**src/rtl/neighbor_info_fifo_writer_if.sv**
```systemverilog
// rtl/neighbor_info_fifo_writer_if.sv - Edge-PE request channels and neighbor-info FIFO write port
interface neighbor_info_fifo_writer_if #(
  parameter int NUM_EDGE_PE = 4,
  parameter int DATA_W      = 32,
  parameter int CNT_W       = 16
);
  logic                          flush;
  logic [NUM_EDGE_PE-1:0]        pe_valid;
  logic [NUM_EDGE_PE*DATA_W-1:0] pe_data;
  logic [NUM_EDGE_PE-1:0]        pe_ready;
  logic                          fifo_wfull;
  logic                          fifo_winc;
  logic [DATA_W-1:0]             fifo_wdata;
  logic                          busy;
  logic [CNT_W-1:0]              push_cnt;
  logic [CNT_W-1:0]              stall_cnt;

  // master is the surrounding system (PE array + FIFO), slave is the writer
  modport master (
    output flush, pe_valid, pe_data, fifo_wfull,
    input  pe_ready, fifo_winc, fifo_wdata, busy, push_cnt, stall_cnt
  );

  modport slave (
    input  flush, pe_valid, pe_data, fifo_wfull,
    output pe_ready, fifo_winc, fifo_wdata, busy, push_cnt, stall_cnt
  );
endinterface

```
**src/rtl/neighbor_info_fifo_writer.sv**
```systemverilog
// rtl/neighbor_info_fifo_writer.sv - One-deep per-channel hold buffers, round-robin drained into the neighbor-info FIFO
module neighbor_info_fifo_writer #(
  parameter int NUM_EDGE_PE = 4,
  parameter int DATA_W      = 32,
  parameter int CNT_W       = 16
) (
  input logic                        wclk,
  input logic                        rst,
  neighbor_info_fifo_writer_if.slave bus
);
  localparam int PTR_W = $clog2(NUM_EDGE_PE);

  logic [NUM_EDGE_PE-1:0] hold_vld;
  logic [DATA_W-1:0]      hold_data [NUM_EDGE_PE];
  logic [PTR_W-1:0]       rr_ptr;
  logic [PTR_W-1:0]       grant;
  logic [CNT_W-1:0]       push_cnt;
  logic [CNT_W-1:0]       stall_cnt;
  logic                   any_vld;
  logic                   live;
  logic                   push;
  logic [NUM_EDGE_PE-1:0] accept;

  assign any_vld = |hold_vld;
  assign live    = !bus.flush && !rst;
  assign push    = any_vld && !bus.fifo_wfull && live;
  // Ready depends only on registered state, never on pe_valid
  assign bus.pe_ready = ~hold_vld & {NUM_EDGE_PE{live}};
  assign accept       = bus.pe_valid & bus.pe_ready;

  // Scan downward so the lowest offset from rr_ptr wins; index wraps for free
  always_comb begin
    grant = rr_ptr;
    for (int k = NUM_EDGE_PE - 1; k >= 0; k--) begin
      if (hold_vld[rr_ptr + PTR_W'(k)]) grant = rr_ptr + PTR_W'(k);
    end
  end

  assign bus.fifo_winc  = push;
  assign bus.fifo_wdata = push ? hold_data[grant] : '0;
  assign bus.busy       = any_vld && !rst;
  assign bus.push_cnt   = push_cnt;
  assign bus.stall_cnt  = stall_cnt;

  always_ff @(posedge wclk) begin
    if (rst) begin
      hold_vld  <= '0;
      rr_ptr    <= '0;
      push_cnt  <= '0;
      stall_cnt <= '0;
      for (int i = 0; i < NUM_EDGE_PE; i++) hold_data[i] <= '0;
    end else begin
      if (any_vld && bus.fifo_wfull && stall_cnt != '1) stall_cnt <= stall_cnt + CNT_W'(1);
      if (bus.flush) begin
        hold_vld <= '0;
      end else begin
        for (int i = 0; i < NUM_EDGE_PE; i++) begin
          if (accept[i]) begin
            hold_vld[i]  <= 1'b1;
            hold_data[i] <= bus.pe_data[i*DATA_W +: DATA_W];
          end
        end
        // The granted slot is held, so its ready is low and no accept collides here
        if (push) begin
          hold_vld[grant] <= 1'b0;
          rr_ptr          <= grant + PTR_W'(1);
          if (push_cnt != '1) push_cnt <= push_cnt + CNT_W'(1);
        end
      end
    end
  end
endmodule
```
**src/flat_wrapper.sv**
```systemverilog
// flat-port wrapper written by rule: the top's interface ports become plain ports
module neighbor_info_fifo_writer_flat 
#(
  parameter int NUM_EDGE_PE = 4,
  parameter int DATA_W      = 32,
  parameter int CNT_W       = 16
)
  (wclk, rst, bus_flush, bus_pe_valid, bus_pe_data, bus_fifo_wfull, bus_pe_ready, bus_fifo_winc, bus_fifo_wdata, bus_busy, bus_push_cnt, bus_stall_cnt);
  neighbor_info_fifo_writer_if #(.NUM_EDGE_PE(NUM_EDGE_PE), .DATA_W(DATA_W), .CNT_W(CNT_W)) bus_i ();
  input logic wclk;
  input logic rst;
  input wire logic [$bits(bus_i.flush)-1:0] bus_flush;
  input wire logic [$bits(bus_i.pe_valid)-1:0] bus_pe_valid;
  input wire logic [$bits(bus_i.pe_data)-1:0] bus_pe_data;
  input wire logic [$bits(bus_i.fifo_wfull)-1:0] bus_fifo_wfull;
  output wire logic [$bits(bus_i.pe_ready)-1:0] bus_pe_ready;
  output wire logic [$bits(bus_i.fifo_winc)-1:0] bus_fifo_winc;
  output wire logic [$bits(bus_i.fifo_wdata)-1:0] bus_fifo_wdata;
  output wire logic [$bits(bus_i.busy)-1:0] bus_busy;
  output wire logic [$bits(bus_i.push_cnt)-1:0] bus_push_cnt;
  output wire logic [$bits(bus_i.stall_cnt)-1:0] bus_stall_cnt;
  assign bus_i.flush = bus_flush;
  assign bus_i.pe_valid = bus_pe_valid;
  assign bus_i.pe_data = bus_pe_data;
  assign bus_i.fifo_wfull = bus_fifo_wfull;
  assign bus_pe_ready = bus_i.pe_ready;
  assign bus_fifo_winc = bus_i.fifo_winc;
  assign bus_fifo_wdata = bus_i.fifo_wdata;
  assign bus_busy = bus_i.busy;
  assign bus_push_cnt = bus_i.push_cnt;
  assign bus_stall_cnt = bus_i.stall_cnt;
  neighbor_info_fifo_writer #(.NUM_EDGE_PE(NUM_EDGE_PE), .DATA_W(DATA_W), .CNT_W(CNT_W)) u_core (.wclk(wclk), .rst(rst), .bus(bus_i));
endmodule
```
**config.mk**
```make
export PLATFORM = sky130hd
export DESIGN_NAME = neighbor_info_fifo_writer_flat
export DESIGN_NICKNAME = d
export VERILOG_FILES = /design/src/rtl/neighbor_info_fifo_writer_if.sv /design/src/rtl/neighbor_info_fifo_writer.sv /design/src/flat_wrapper.sv
export SDC_FILE = /design/constraint.sdc
export NUM_CORES = 1
export LEC_CHECK = 0
export BUFFER_PORTS_ARGS = -buffer_cell sky130_fd_sc_hd__buf_2
export CORE_UTILIZATION = 51
export DETAILED_ROUTE_END_ITERATION = 16
export PLACE_DENSITY_LB_ADDON = 0.12
export SYNTH_ARGS = -nofsm -noshare
export SYNTH_HDL_FRONTEND = slang
export SYNTH_SLANG_ARGS = --single-unit
export TNS_END_PERCENT = 1
```
**constraint.sdc**
```tcl
create_clock -name wclk -period 7.58 [get_ports wclk]
set_clock_uncertainty 0.15 [all_clocks]
set_input_delay 1.516 -clock wclk [delete_from_list [all_inputs] [get_ports wclk]]
set_output_delay 1.516 -clock wclk [all_outputs]
set_load 0.1 [all_outputs]
```
# Yosys cells after proc, flatten, opt, wreduce, memory -nomap -nowiden
# Memory sizes are Yosys's and may differ from the RTL's.
# Index checks and enable logic that the tools add are counted.
# W data, S select, Z words.
# word_totals
regBits	38
ramBits	128
in_bits	136
out_inout_bits	70
elab_cells	93
memories	1
# mem_list
name	words	width	rd	rd_clocked_by_memory_dff	wr	line_no	rtl
u_core.hold_data	4	32	1	0	4	neighbor_info_fifo_writer.sv:14	logic [DATA_W-1:0] hold_data [NUM_EDGE_PE];
# classes
add_sub_neg	6
magnitude_cmp	6
eq_ne	2
n_mux	50
n_bitwise	10
reduce_logical	14
# ops
operator	n
$mux W32	5
$mux W1	35
$add A16 B1 Y16 const B	2
$ne A16 B16 Y1 const B	2
$lt A2 B3 Y1 const B	5
$and A4 B4 Y4	3
$bmux W1 S2	4
$mux W2	4
$not A4 Y4	2
$logic_and A1 B1 Y1	7
$add A2 B1 Y2 const B	2
$add A2 B2 Y2 const B	2
$mux W4	1
$or A1 B1 Y1	4
$reduce_or A4 Y1	1
$logic_not A1 Y1	3
$reduce_and A3 Y1	1
$demux W1 S2	1
$ge A2 B1 Y1 const B	1
$reduce_and A2 Y1	1
$reduce_or A2 Y1	1
$not A1 Y1	1

# Longest topological paths before layout
# depth
ltp_word	14
depth_mapped	9
mapped_depth_nobuf	6

# Worst setup path after synthesis
# OpenSTA, ideal clock, no wires.
# synth_path
path_kind	input -> output
startpoint	input port bus_flush
endpoint	output port bus_fifo_wdata[10]
arrival_time_ns	4.715
slack_ns	1.199
cell_stages	5
cell_sequence	or3_1 -> or2_1 -> buf_2 -> clkbuf_1 -> a211oi_1
# synth_between
elab_chain_len	4
# synth_lines
element	line_no	rtl
start, declared	flat_wrapper.sv:12	input wire logic [$bits(bus_i.flush)-1:0] bus_flush;
$logic_not A1 Y1	neighbor_info_fifo_writer.sv:25	assign live = !bus.flush && !rst;
$logic_and A1 B1 Y1	neighbor_info_fifo_writer.sv:25	
$logic_and A1 B1 Y1	neighbor_info_fifo_writer.sv:26	assign push = any_vld && !bus.fifo_wfull && live;
$mux W32	neighbor_info_fifo_writer.sv:40	assign bus.fifo_wdata = push ? hold_data[grant] : '0;
end, declared	flat_wrapper.sv:18	output wire logic [$bits(bus_i.fifo_wdata)-1:0] bus_fifo_wdata;
# No other way between the ends.

# Worst setup path in the final report
# layout_path
startpoint	input port rst
endpoint	output port bus_fifo_wdata[26]
# layout_between
elab_chain_len	4
# layout_lines
element	line_no	rtl
start, declared	flat_wrapper.sv:11	input logic rst;
$logic_not A1 Y1	neighbor_info_fifo_writer.sv:25	
$logic_and A1 B1 Y1	neighbor_info_fifo_writer.sv:25	
$logic_and A1 B1 Y1	neighbor_info_fifo_writer.sv:26	
$mux W32	neighbor_info_fifo_writer.sv:40	
# No other way between the ends.

==> impl_metrics.json <==
{
  "status": "complete, no violations",
  "cts_tree": "yes",
  "initial_utilization": 0.5208,
  "num_rows": 45,
  "p_seq_frac": 0.476,
  "cp_max_fo": 42,
  "clk_latency_ps": 420,
  "area_growth_pct": 21.49,
  "ys_seq_area_frac": 0.5838,
  "switchingPower_uw": 538.0,
  "finalWirelength_um": 20850,
  "cts_made_buffers": 17,
  "rr_endpoint": "u_core.rr_ptr[1]",
  "rrSetupSlack_ps": 4870,
  "ioPinCount": 206,
  "crit_path_frequent_cell": "buf_2",
  "timing.rr.start": "u_core.hold_vld[0]",
  "htree_levels": 4,
  "vias": 6244,
  "hold_path.class": "flop to flop",
  "seq_area_mm2": 0.004604,
  "finalCriticalPeriod_ps": 5523,
  "r2r_cells": 6,
  "clk_pin_slew_ps": 60,
  "nNetsFinal": 984,
  "yosys.cell_count.top_type": "and3_1",
  "ys_ff_latch": 166,
  "critPathRequiredTime_ps": 5910,
  "ir_drop_v": 0.0001504,
  "holdPathStages": 1,
  "async_flop_share": 0,
  "cts_buffer_depth": 2,
  "yosysWarnings": 0,
  "path_class": "primary input to primary output",
  "ys_dominant_reg_cell": "edfxtp_1",
  "synth_top_area_cell": "edfxtp_1",
  "synth.distinct_cells": 47,
  "switching_share": 0.2450,
  "avgSynthCellArea_um2": 11.70,
  "crit_slowest_cell": "or2_2",
  "cts_resized": 0,
  "setup_tns_ps": 0,
  "whs_endpoint": "u_core.bus.push_cnt[15]",
  "rsz0062_at_grt": "no",
  "grtUsageTotal": 0.2650,
  "wl_per_cell_um": 19.90,
  "die_width_um": 126.4,
  "cpPeakStageDelay_ps": 630,
  "synth_common_cells": "and3_1, edfxtp_1, nor2_1",
  "synthesis.area_mm2": 0.007888,
  "viasPerCell": 5.958,
  "dr.first_iter.drc_count": 470,
  "timing.fmax_mhz": 181.1,
  "cts_setup_buffers": 0,
  "drv_cap": 0,
  "drc": 0,
  "hold_viol": 0,
  "arrival_ps": 3860,
  "gr-total-overflow": 0,
  "io_buffers": 205,
  "tightest_slew_ps": 1076,
  "syn_inst": 674,
  "combPwrFrac": 0.120,
  "cts_root_buf": "clkbuf_16",
  "start_kind": "primary input",
  "synth_nets": 812,
  "grt_max_degree": 68,
  "cts.sinks": 166,
  "grt_pass1_wl_um": 32020,
  "holdCritStartpoint": "u_core.bus.push_cnt[15]",
  "cts_hold_buf": 0,
  "power.density_mw_per_mm2": 229.2,
  "globalplace.congestion": 0.8802,
  "crit_path_end_kind": "primary output",
  "core_area_mm2": 0.01515,
  "dr.pass1.iters": 5,
  "hpwl_um": 12970,
  "ant_nets": 0,
  "yosys-top-cells-area": "edfxtp_1, and3_1, dfxtp_1, mux2i_1, a211oi_1",
  "layout-drive-gt1-share": 0.3027,
  "finalCritPeriodShare": 0.7287,
  "leakage_uw": 0.004433,
  "yosysTopAreaCellShare": 0.4873,
  "setup_viol": 0,
  "multi_input_area_mm2": 0.003043,
  "p_clk_frac": 0.404,
  "relSlewSlack": 0.2824,
  "slew_viol_final": 0,
  "dieArea_mm2": 0.01597,
  "nFillCells": 1231,
  "synth-edff-count": 128,
  "p_int_uw": 1658,
  "grt_pass1_vias": 5936,
  "path_cells": "buf_2, or3_1, or2_2, a211oi_1, buf_2",
  "die_h_um": 126.4,
  "grt_antenna_before_repair": 1,
  "fin_util": 0.6327
}
-- power groups by stage --
stage | logic (µW) | clock network, µW | registers (µW)
floorplan | 173 | 0 | 1070
global placement | 260 | 0 | 1060
detailed placement | 263 | 0 | 1060
CTS | 264 | 895 | 1040
global route | 283 | 935 | 1050
finish | 263 | 888 | 1050
-- worst max-delay path, delay by kind of cell --
kind,cells,cell delay (ps)
simple gates,2,1120
compound gates,1,380
buf+inv,2,830
-- cells by family (layout without fill, tap and decap cells) --
kind of cell | Yosys count | count (layout) | share of synthesized area
flops | 166 | 166 | 0.5838
other cells | 0 | 1 | 0
fa+ha+maj | 2 | 2 | 0.003172
simple gates | 280 | 280 | 0.2070
xor+xnor | 23 | 23 | 0.02554
mux | 36 | 36 | 0.04569
buf+inv | 63 | 248 | 0.03506
compound gates | 104 | 104 | 0.09978
-- registers in the layout, summed over array words and instances (netlist names) --
signal and count:
u_core.bus.push_cnt 16, u_core.hold_data 128, u_core.rr_ptr 2, u_core.bus.stall_cnt 16, u_core.hold_vld 4
-- cells in the final DEF (no fill, tap or decap), drive strengths merged, types with 8 or more instances in the layout --
cell type	instances
nor2	45
dfxtp	38
and3	131
xnor2	13
nand4	11
edfxtp	128
nand3	16
nor3	8
buf	214
a21oi	8
mux2i	36
a221oi	32
and2	36
a211oi	39
xor2	10
clkbuf	21
nand2	10
-- worst max path at each step --
stage | start | endpoint | slack [ps] | cells past startpoint
after CTS | rst | bus_fifo_wdata[22] | 2080 | 5
after global placement | rst | bus_fifo_winc | 2180 | 5
final | rst | bus_fifo_wdata[26] | 2060 | 5
after global routing | rst | bus_fifo_wdata[20] | 1900 | 5
after floorplan | bus_flush | bus_fifo_wdata[10] | 1200 | 5
after detailed placement | rst | bus_fifo_wdata[22] | 2090 | 5
-- layer usage --
layer	vias up	GRT usage	part of all wire
met5	-	0	0
met4	0	0.09355	0.015
met3	30	0.06031	0.071
met2	266	0.4430	0.48
met1	3023	0.3397	0.43
li1	2925	-	-
-- layout make-up --
type	count	area share
timing repair buffer	214	0.1141
inverter	2	0.0007834
clock buffer	21	0.04596
tap	188	0.02455
sequential	166	0.4805
antenna	1	0.0002611
clock inverter	11	0.01632
multi-input combinational	445	0.3175
-- stage by stage --
stage                     cells  total power [µW]  instance area [µm²]  hold WS (ps)  setup slack (ps)
final                      1048              2196                 9583         353.5              2057
after floorplan             674              1239                 7888         354.3              1199
after CTS                  1047              2204                 9580         343.2              2083
after global placement     1015              1322                 8984         316.2              2177
after detailed placement   1015              1328                 8984         333.6              2089
after global routing       1047              2267                 9580         363.6              1901
(Power assumes the default switching activity.)
